--- src/rtl/pwm_table_sequencer_pkg.sv ---
// Shared types and default sizing for the PWM signal-table sequencer.
package pwm_table_sequencer_pkg;

  localparam int DEF_DATA_W   = 8;
  localparam int DEF_ADDR_W   = 7;
  localparam int DEF_DEPTH    = 100;
  localparam int DEF_PRESCALE = 500000;

  // One bit of headroom over the reload value keeps the counter width safe for any PRESCALE.
  function automatic int div_width(input int prescale);
    return $clog2(prescale) + 1;
  endfunction

  localparam int DEF_DIV_W = div_width(DEF_PRESCALE);

  typedef enum logic [1:0] {
    ST_IDLE,
    ST_RUN_WAIT,
    ST_RUN_READ,
    ST_RUN_LATCH
  } state_e;

endpackage

--- src/rtl/pwm_tick_gen.sv ---
// Sample-rate prescaler: loadable down-counter that ticks once every PRESCALE enabled cycles.
module pwm_tick_gen #(
  parameter int DIV_W    = 20,
  parameter int PRESCALE = 500000
) (
  input  logic clk,
  input  logic rst_n,
  input  logic load,
  input  logic enable,
  output logic tick
);

  localparam logic [DIV_W-1:0] RELOAD = DIV_W'(PRESCALE - 1);

  logic [DIV_W-1:0] cnt_q, cnt_d;

  assign tick = enable && (cnt_q == '0);

  always_comb begin
    // NOTE: every always_comb output gets a default first so no path can infer a latch.
    cnt_d = cnt_q;
    if (load) begin
      cnt_d = RELOAD;
    end else if (enable) begin
      cnt_d = (cnt_q == '0) ? RELOAD : cnt_q - 1'b1;
    end
  end

  // NOTE: sequential state uses non-blocking assignments so every flop samples pre-edge values.
  always_ff @(posedge clk or negedge rst_n) begin
    if (!rst_n) begin
      cnt_q <= '0;
    end else begin
      cnt_q <= cnt_d;
    end
  end

endmodule

--- src/rtl/pwm_table_sequencer.sv ---
// Single-port table controller: arbitrates host writes against paced sample playback and
// registers each fetched sample as the PWM duty value.
module pwm_table_sequencer
  import pwm_table_sequencer_pkg::*;
#(
  parameter int DATA_W   = DEF_DATA_W,
  parameter int ADDR_W   = DEF_ADDR_W,
  parameter int DEPTH    = DEF_DEPTH,
  parameter int PRESCALE = DEF_PRESCALE,
  parameter int DIV_W    = div_width(PRESCALE)
) (
  input  logic              ClkOsc,
  input  logic              Rst,
  input  logic              Cfg_Start,
  input  logic              Cfg_Stop,
  input  logic              Cfg_OneShot,
  input  logic [ADDR_W-1:0] Cfg_Length,
  input  logic              Wr_Valid,
  output logic              Wr_Ready,
  input  logic [ADDR_W-1:0] Wr_Addr,
  input  logic [DATA_W-1:0] Wr_Data,
  output logic              Wr_Err,
  output logic              Mem_WR,
  output logic [ADDR_W-1:0] Mem_Addr,
  output logic [DATA_W-1:0] Mem_DataIn,
  input  logic [DATA_W-1:0] Mem_DataOut,
  output logic [DATA_W-1:0] Duty,
  output logic              Duty_Valid,
  output logic              Busy,
  output logic              Done
);

  localparam logic [ADDR_W:0] DEPTH_V = (ADDR_W + 1)'(DEPTH);

  state_e            state_q, state_d;
  logic [ADDR_W-1:0] idx_q, idx_d;
  logic [ADDR_W:0]   len_q, len_d;
  logic              one_shot_q, one_shot_d;
  logic [DATA_W-1:0] duty_q, duty_d;
  logic              duty_valid_q, duty_valid_d;
  logic              done_q, done_d;
  logic              wr_err_q, wr_err_d;

  logic            tick;
  logic            tick_load;
  logic            running;
  logic            wr_accept;
  logic            addr_ok;
  logic            last_idx;
  logic [ADDR_W:0] cfg_len_ext;

  assign running     = (state_q != ST_IDLE);
  assign cfg_len_ext = {1'b0, Cfg_Length};
  assign last_idx    = ({1'b0, idx_q} == (len_q - 1'b1));
  assign addr_ok     = ({1'b0, Wr_Addr} < DEPTH_V);

  pwm_tick_gen #(
    .DIV_W   (DIV_W),
    .PRESCALE(PRESCALE)
  ) u_tick_gen (
    .clk   (ClkOsc),
    .rst_n (Rst),
    .load  (tick_load),
    .enable(running),
    .tick  (tick)
  );

  // Playback owns the port in READ/LATCH and in the tick cycle; reset blocks writes outright.
  always_comb begin
    Wr_Ready = 1'b0;
    unique case (state_q)
      ST_IDLE:     Wr_Ready = 1'b1;
      ST_RUN_WAIT: Wr_Ready = !tick;
      default:     Wr_Ready = 1'b0;
    endcase
    Wr_Ready = Wr_Ready && Rst;
  end

  assign wr_accept  = Wr_Valid && Wr_Ready;
  assign Mem_WR     = wr_accept && addr_ok;
  assign Mem_Addr   = wr_accept ? Wr_Addr : idx_q;
  assign Mem_DataIn = Wr_Data;

  always_comb begin
    state_d      = state_q;
    idx_d        = idx_q;
    len_d        = len_q;
    one_shot_d   = one_shot_q;
    duty_d       = duty_q;
    duty_valid_d = 1'b0;
    done_d       = 1'b0;
    wr_err_d     = wr_accept && !addr_ok;
    tick_load    = 1'b0;

    unique case (state_q)
      ST_IDLE: begin
        if (Cfg_Start && !Cfg_Stop) begin
          one_shot_d = Cfg_OneShot;
          len_d      = (cfg_len_ext == '0 || cfg_len_ext > DEPTH_V) ? DEPTH_V : cfg_len_ext;
          idx_d      = '0;
          tick_load  = 1'b1;
          state_d    = ST_RUN_READ;
        end
      end
      ST_RUN_READ: begin
        state_d = ST_RUN_LATCH;
      end
      ST_RUN_LATCH: begin
        duty_d       = Mem_DataOut;
        duty_valid_d = 1'b1;
        if (last_idx) begin
          idx_d = '0;
          if (one_shot_q) begin
            done_d  = 1'b1;
            state_d = ST_IDLE;
          end else begin
            state_d = ST_RUN_WAIT;
          end
        end else begin
          idx_d   = idx_q + 1'b1;
          state_d = ST_RUN_WAIT;
        end
      end
      ST_RUN_WAIT: begin
        if (tick) begin
          state_d = ST_RUN_READ;
        end
      end
      default: state_d = ST_IDLE;
    endcase

    // Stop overrides whatever the running state decided, including a pending latch.
    if (Cfg_Stop && running) begin
      state_d      = ST_IDLE;
      idx_d        = '0;
      duty_d       = '0;
      duty_valid_d = 1'b1;
      done_d       = 1'b0;
    end
  end

  always_ff @(posedge ClkOsc or negedge Rst) begin
    if (!Rst) begin
      state_q      <= ST_IDLE;
      idx_q        <= '0;
      len_q        <= '0;
      one_shot_q   <= 1'b0;
      duty_q       <= '0;
      duty_valid_q <= 1'b0;
      done_q       <= 1'b0;
      wr_err_q     <= 1'b0;
    end else begin
      state_q      <= state_d;
      idx_q        <= idx_d;
      len_q        <= len_d;
      one_shot_q   <= one_shot_d;
      duty_q       <= duty_d;
      duty_valid_q <= duty_valid_d;
      done_q       <= done_d;
      wr_err_q     <= wr_err_d;
    end
  end

  assign Duty       = duty_q;
  assign Duty_Valid = duty_valid_q;
  assign Done       = done_q;
  assign Wr_Err     = wr_err_q;
  assign Busy       = running;

endmodule

--- config.mk ---
export PLATFORM = sky130hd
export DESIGN_NAME = pwm_table_sequencer
export DESIGN_NICKNAME = d
export VERILOG_FILES = /design/src/rtl/pwm_table_sequencer_pkg.sv /design/src/rtl/pwm_tick_gen.sv /design/src/rtl/pwm_table_sequencer.sv
export SDC_FILE = /design/constraint.sdc
export NUM_CORES = 1
export LEC_CHECK = 0
export ABC_AREA = 0
export CORE_ASPECT_RATIO = 0.6
export CORE_MARGIN = 2
export CORE_UTILIZATION = 45
export CTS_BUF_LIST = sky130_fd_sc_hd__clkbuf_16
export CTS_CLUSTER_SIZE = 14
export DETAILED_ROUTE_END_ITERATION = 12
export HOLD_SLACK_MARGIN = 0.08
export PLACE_DENSITY = 0.85
export SLEW_MARGIN = 20
export SYNTH_ARGS = -nofsm -noshare
export SYNTH_HDL_FRONTEND = slang
export SYNTH_SLANG_ARGS = --single-unit
--- constraint.sdc ---
create_clock -name ClkOsc -period 2.5 [get_ports ClkOsc]
set_input_delay 0.25 -clock ClkOsc [delete_from_list [all_inputs] [get_ports ClkOsc]]
set_output_delay 0.25 -clock ClkOsc [all_outputs]
set_load 0.01 [all_outputs]
# Word-level counts from Yosys, hierarchy flattened
# Cells that the tools add are included.
[totals]
register_bits = 49
word_cells = 67
[op_classes]
eq_ne = 6
reduce_logical = 21
n_mux = 26
magnitude_cmp = 2
addsub = 3
[ops]
columns = ["op", "count"]
rows = [
  ["two-way mux 20 bit", 3],
  ["two-way mux 7 bit", 5],
  ["zero test 20 bit", 1],
  ["subtractor 20 x 1 -> 20 bit, second input constant", 1],
  ["two-way mux 8 bit", 2],
  ["case mux 7 bit (2 select lines)", 1],
  ["two-way mux 1 bit", 9],
  ["== test 7 x 8 -> 1 bit", 1],
  ["zero test 8 bit", 1],
  ["two-way mux 2 bit", 4],
  ["case mux 2 bit (4 select lines)", 1],
  ["subtractor 8 x 1 -> 8 bit, second input constant", 1],
  ["adder 7 x 1 -> 7 bit, second input constant", 1],
  ["> comparator 7 bit, second input constant", 1],
  ["logical AND 1 bit", 7],
  ["< comparator 7 bit, second input constant", 1],
  ["inequality test 3 bit, second input constant", 2],
  ["AND reduction 2 bit", 3],
  ["nonzero test 2 bit", 3],
  ["== test 2 bit, second input constant", 2],
  ["zero test 1 bit", 3],
  ["nonzero test 3 bit", 1],
  ["== test 2 x 1 -> 1 bit, second input constant", 1],
  ["zero test 2 bit", 1],
  ["other kinds (2)", 2],
]

# Logic depth before layout (Yosys ltp)
[depth]
depth_word = 7
depth_mapped = 8
mapped_depth_nobuf = 8

# Cells and area by module
# From an unflattened synthesis, not the netlist that was laid out.
[hier_totals]
cells_unflattened = 300
hier_area_um2 = 2755.1
[by_module_without_submodules]
columns = ["module", "n_inst", "seq_area_each_um2", "cells_each", "area_per_inst_um2"]
rows = [
  ["pwm_table_sequencer", 1, 700.7, 175, 1617.8],
  ["pwm_tick_gen", 1, 500.5, 125, 1137.3],
]

# Worst setup path before layout
# Ideal clock, no wire load.
[synth_path]
path_type = "reg2out"
from = "register u_tick_gen.cnt_q[13]"
to = "output Mem_Addr[0]"
path_stages_with_launch = 9
arrival_ns = 2.217
n_path_buf = 2
setup_slack_ns = 0.033
t_required_ns = 2.250
cell_sequence = "dfrtp_1 -> or4_4 -> nor4_4 -> and4b_1 -> buf_6 -> a21oi_4 -> and2_4 -> buf_6 -> mux2_4"
[synth_via]
elab_chain_len = 7
[synth_rtl]
columns = ["element", "line_no", "source"]
rows = [
  ["from (decl)", "pwm_tick_gen.sv:15", "logic [DIV_W-1:0] cnt_q, cnt_d;"],
  ["from (signal assigned)", "pwm_tick_gen.sv:34", "cnt_q <= cnt_d;"],
  ["zero test 20 bit", "pwm_tick_gen.sv:17", "assign tick = enable && (cnt_q == '0);"],
  ["logical AND 1 bit", "pwm_tick_gen.sv:17", ""],
  ["zero test 1 bit", "pwm_table_sequencer.sv:73", "ST_RUN_WAIT: Wr_Ready = !tick;"],
  ["case mux 1 bit (2 select lines)", "pwm_table_sequencer.sv:71", "unique case (state_q)"],
  ["logical AND 1 bit", "pwm_table_sequencer.sv:76", "Wr_Ready = Wr_Ready && Rst;"],
  ["via Wr_Ready", "pwm_table_sequencer.sv:19", "output logic Wr_Ready,"],
  ["logical AND 1 bit", "pwm_table_sequencer.sv:79", "assign wr_accept = Wr_Valid && Wr_Ready;"],
  ["two-way mux 7 bit", "pwm_table_sequencer.sv:81", "assign Mem_Addr = wr_accept ? Wr_Addr : idx_q;"],
  ["to (decl)", "pwm_table_sequencer.sv:24", "output logic [ADDR_W-1:0] Mem_Addr,"],
]
# The timed path passes the listed nets, and every way through them passes these cells.

# Worst setup path in the final report
[layout_path]
from = "register u_tick_gen.cnt_q[10]"
to = "output Mem_Addr[1]"
[layout_via]
elab_chain_len = 7
[layout_rtl]
columns = ["element", "line_no"]
rows = [
  ["zero test 20 bit", "pwm_tick_gen.sv:17"],
  ["logical AND 1 bit", "pwm_tick_gen.sv:17"],
  ["zero test 1 bit", "pwm_table_sequencer.sv:73"],
  ["case mux 1 bit (2 select lines)", "pwm_table_sequencer.sv:71"],
  ["logical AND 1 bit", "pwm_table_sequencer.sv:76"],
  ["logical AND 1 bit", "pwm_table_sequencer.sv:79"],
  ["two-way mux 7 bit", "pwm_table_sequencer.sv:81"],
]
# No other way between the ends.

==> impl_results.md <==
* DRT iter0 DRCs at 126
* Router iterations before antenna repair at 4
* Fin area at 3530 um^2
* Final core occ at 62.3%
* Die Area at ~6700 um^2
* Cells after synthesis at 285
* Count of pins over their slew limit at 0
* Worst-Margin Slew at just under 700 ps
* Remaining Overflow, GRT at 0
* I/O Buffers at 48
* Final wirelength at ~7 mm
* CTS tree: yes
* Area of placed instances at approximately 3300 um^2
* First-pass GRT wire length at 11.3 mm
* Max cap viols at 0
* Global Route Usage Sum at 21.6%
* Avg Synthesized Cell Area at 9.49 um^2
* Starting Density at 47.7%
* Vias at 2430
* H-tree lvl count at 2
* Final hold viol count at 0
* Core box area at 5680 um^2
* Clock latency on the worst-skew pair at 290 ps
* Worst Setup Start Kind: flop
* Crit Path Max Fanout at 7
* Num CTS Buffers at 5
* Reg-to-reg slack, setup at 150 ps
* HPWL Detailed at about 5.1 mm
* Critical Path Max Stage Delay at 550 ps
* Boundary Pins at 65
* Minimum clock period at ~2700 ps
* Worst vdd rail ir drop at 0.392 mV
* Peak Freq at 370 MHz
* Max Buffers Root-to-Sink at 2
* R2R depth at 8
* Asr flop ratio synth at between 90% and 100%
* Post-synth EDFFs at 0
* Critical path required time at 2250 ps
* Slowest-stage cell, CP: or4_4
* Clock root buffer: clkbuf_16
* Fin crit share at 108%
* # setup viols final at 8
* Critical Path AT at 2450 ps
* P_leak at 1.58 nW
* RSZ-0062 raised after global routing: true
* Top FF cell, synth: dfrtp_1
* Worst setup margin at -201 ps
* Mapped Area at 2710 um^2
* Clock skew at 6.55 ps
* CTS Sinks at 48
* Setup TNS at -1440 ps
* Crit path cell chain: or4_4, nor4_4, and4b_2, a21oi_4, and2_4, mux2_4, buf_6
* Net Count, Synth at roughly 330
* Vias per inst at 5.64
* Post-CTS Hold Fix Bufs at 0
* Routability cong. at 0.853
* Vias in the first global route at 2307
* Status: finished with violations
* Synth Warn # at 0
* Die height at about 64 um
* CP Capture Type: primary output
* Slew Limit Headroom at around 54%
* Final ANT Viol Nets at 0
* Worst-path clk slew at 60 ps
* Synth Register Bits at 48
* Finished Layout Cells at approximately 430
* Reg2reg start: u_tick_gen.cnt_q[10]
* Width of the die at 104 um
* Initial antenna violation count at 0
* Share of cells above drive strength 1 at ~16%
* Worst hold path class: in2async
* Pwr dens at 647 nW/um^2
* Largest net degree at the start of global routing at 49
* Row cnt at 21
* Drt wl/cell at 16.1 um
* Hold Slack at roughly 90 ps
* Sequential share of the synthesized area at 44.4%
* Setup crit start: u_tick_gen.cnt_q[10]
* Worst slack, placed at -346 ps
* N_diodes at 0
* Worst R2R End: u_tick_gen.cnt_q[6]
* DRC viols at 0
* Setup CP Type: reg2out
* Final nets at just under 400
* Failing checks: setup timing
* Layout area overhead at 30.6%
* Design Power at 2.29 mW
* Netlist cell types at 56
* Placed cells at 419
-- registers in the layout (all words and copies together), names as in the netlist --
name              cells
len_q                 7
Wr_Err                1
Done                  1
Duty_Valid            1
state_q               2
Duty                  8
u_tick_gen.cnt_q     20
one_shot_q            1
idx_q                 7
-- critical path, delay by kind of cell, from the launching register on --
kind | cells | cell delay, ps
buffers and inverters | 1 | 120
multiplexers | 1 | 320
AND/OR/NAND/NOR | 4 | 1260
flip-flops | 1 | 380
AO/OA/AOI/OAI | 1 | 70
-- cells by family (layout without fill, tap and decap cells) --
group | count (synthesis) | count (layout) | synth area share [%]
adder cells (fa/ha/maj) | 4 | 4 | 1.85
AO/OA/AOI/OAI | 72 | 72 | 18.2
buffers and inverters | 25 | 91 | 5.13
flip-flops | 48 | 48 | 44.4
XOR/XNOR | 14 | 14 | 4.53
AND/OR/NAND/NOR | 115 | 115 | 22.0
multiplexers | 7 | 7 | 3.89
-- power by group --
group          switching, mW  internal, mW
Combinational          0.292         0.273
Clock                  0.283         0.466
Sequential            0.0960         0.877
-- area by class of cell --
class | instances | area, um^2
Clock buffer | 5 | 125
Tap cell | 80 | 100
Fill cell | 451 | 2140
Inverter | 10 | 37.5
Timing Repair Buffer | 73 | 662
Sequential cell | 48 | 1200
Clock inverter | 3 | 38.8
Multi-Input combinational cell | 212 | 1370
-- placed cells by master (no fill, tap or decap), drive strengths merged, types with 9 or more instances in the layout --
cell type	count
and3	9
nand2	38
nor3	10
buf	34
xor2	10
nor2	20
o21ai	17
clkdlybuf4s50	38
inv	11
a21oi	15
dfrtp	48
nand2b	9
-- Yosys cell counts, types with 5 or more instances --
| master | instances | area [um^2] |
|---|---|---|
| xor2_1 | 10 | 87.6 |
| a22o_1 | 8 | 70.1 |
| o21ai_0 | 16 | 80.1 |
| a21oi_1 | 14 | 70.1 |
| and3_1 | 9 | 56.3 |
| nor2_1 | 20 | 75.1 |
| nor3_1 | 10 | 50.1 |
| nand3_1 | 5 | 25.0 |
| nand2b_1 | 9 | 56.3 |
| clkbuf_1 | 5 | 18.8 |
| nand2_1 | 38 | 143 |
| buf_4 | 8 | 60.1 |
| inv_1 | 10 | 37.5 |
| mux2_4 | 7 | 105 |
| a31oi_1 | 8 | 50.1 |
| dfrtp_1 | 48 | 1200 |
-- repair_timing --
item                                    CTS  global route
pin swaps                                 5             0
resized for setup                        41             3
buffers inserted                          2             2
gates cloned                              0             0
endpoints found under the setup margin    9            15
-- worst max-delay path by stage --
| stage | endpoint |
|---|---|
| after CTS | Mem_Addr[1] |
| after global placement | Mem_Addr[4] |
| final | Mem_Addr[1] |
| after detailed placement | Mem_Addr[6] |
| after floorplan | Mem_Addr[0] |
| after global routing | Mem_Addr[1] |
-- metal layers --
metal | global-route usage (%) | up-vias | wire, um
li1 | - | 1154 | -
met1 | 30.3 | 1166 | 3290
met2 | 33.8 | 98 | 3090
met3 | 4.39 | 12 | 473
met4 | 7.09 | 0 | 100
met5 | 0 | - | 0
Note: power is estimated with default switching activity, not from simulation.
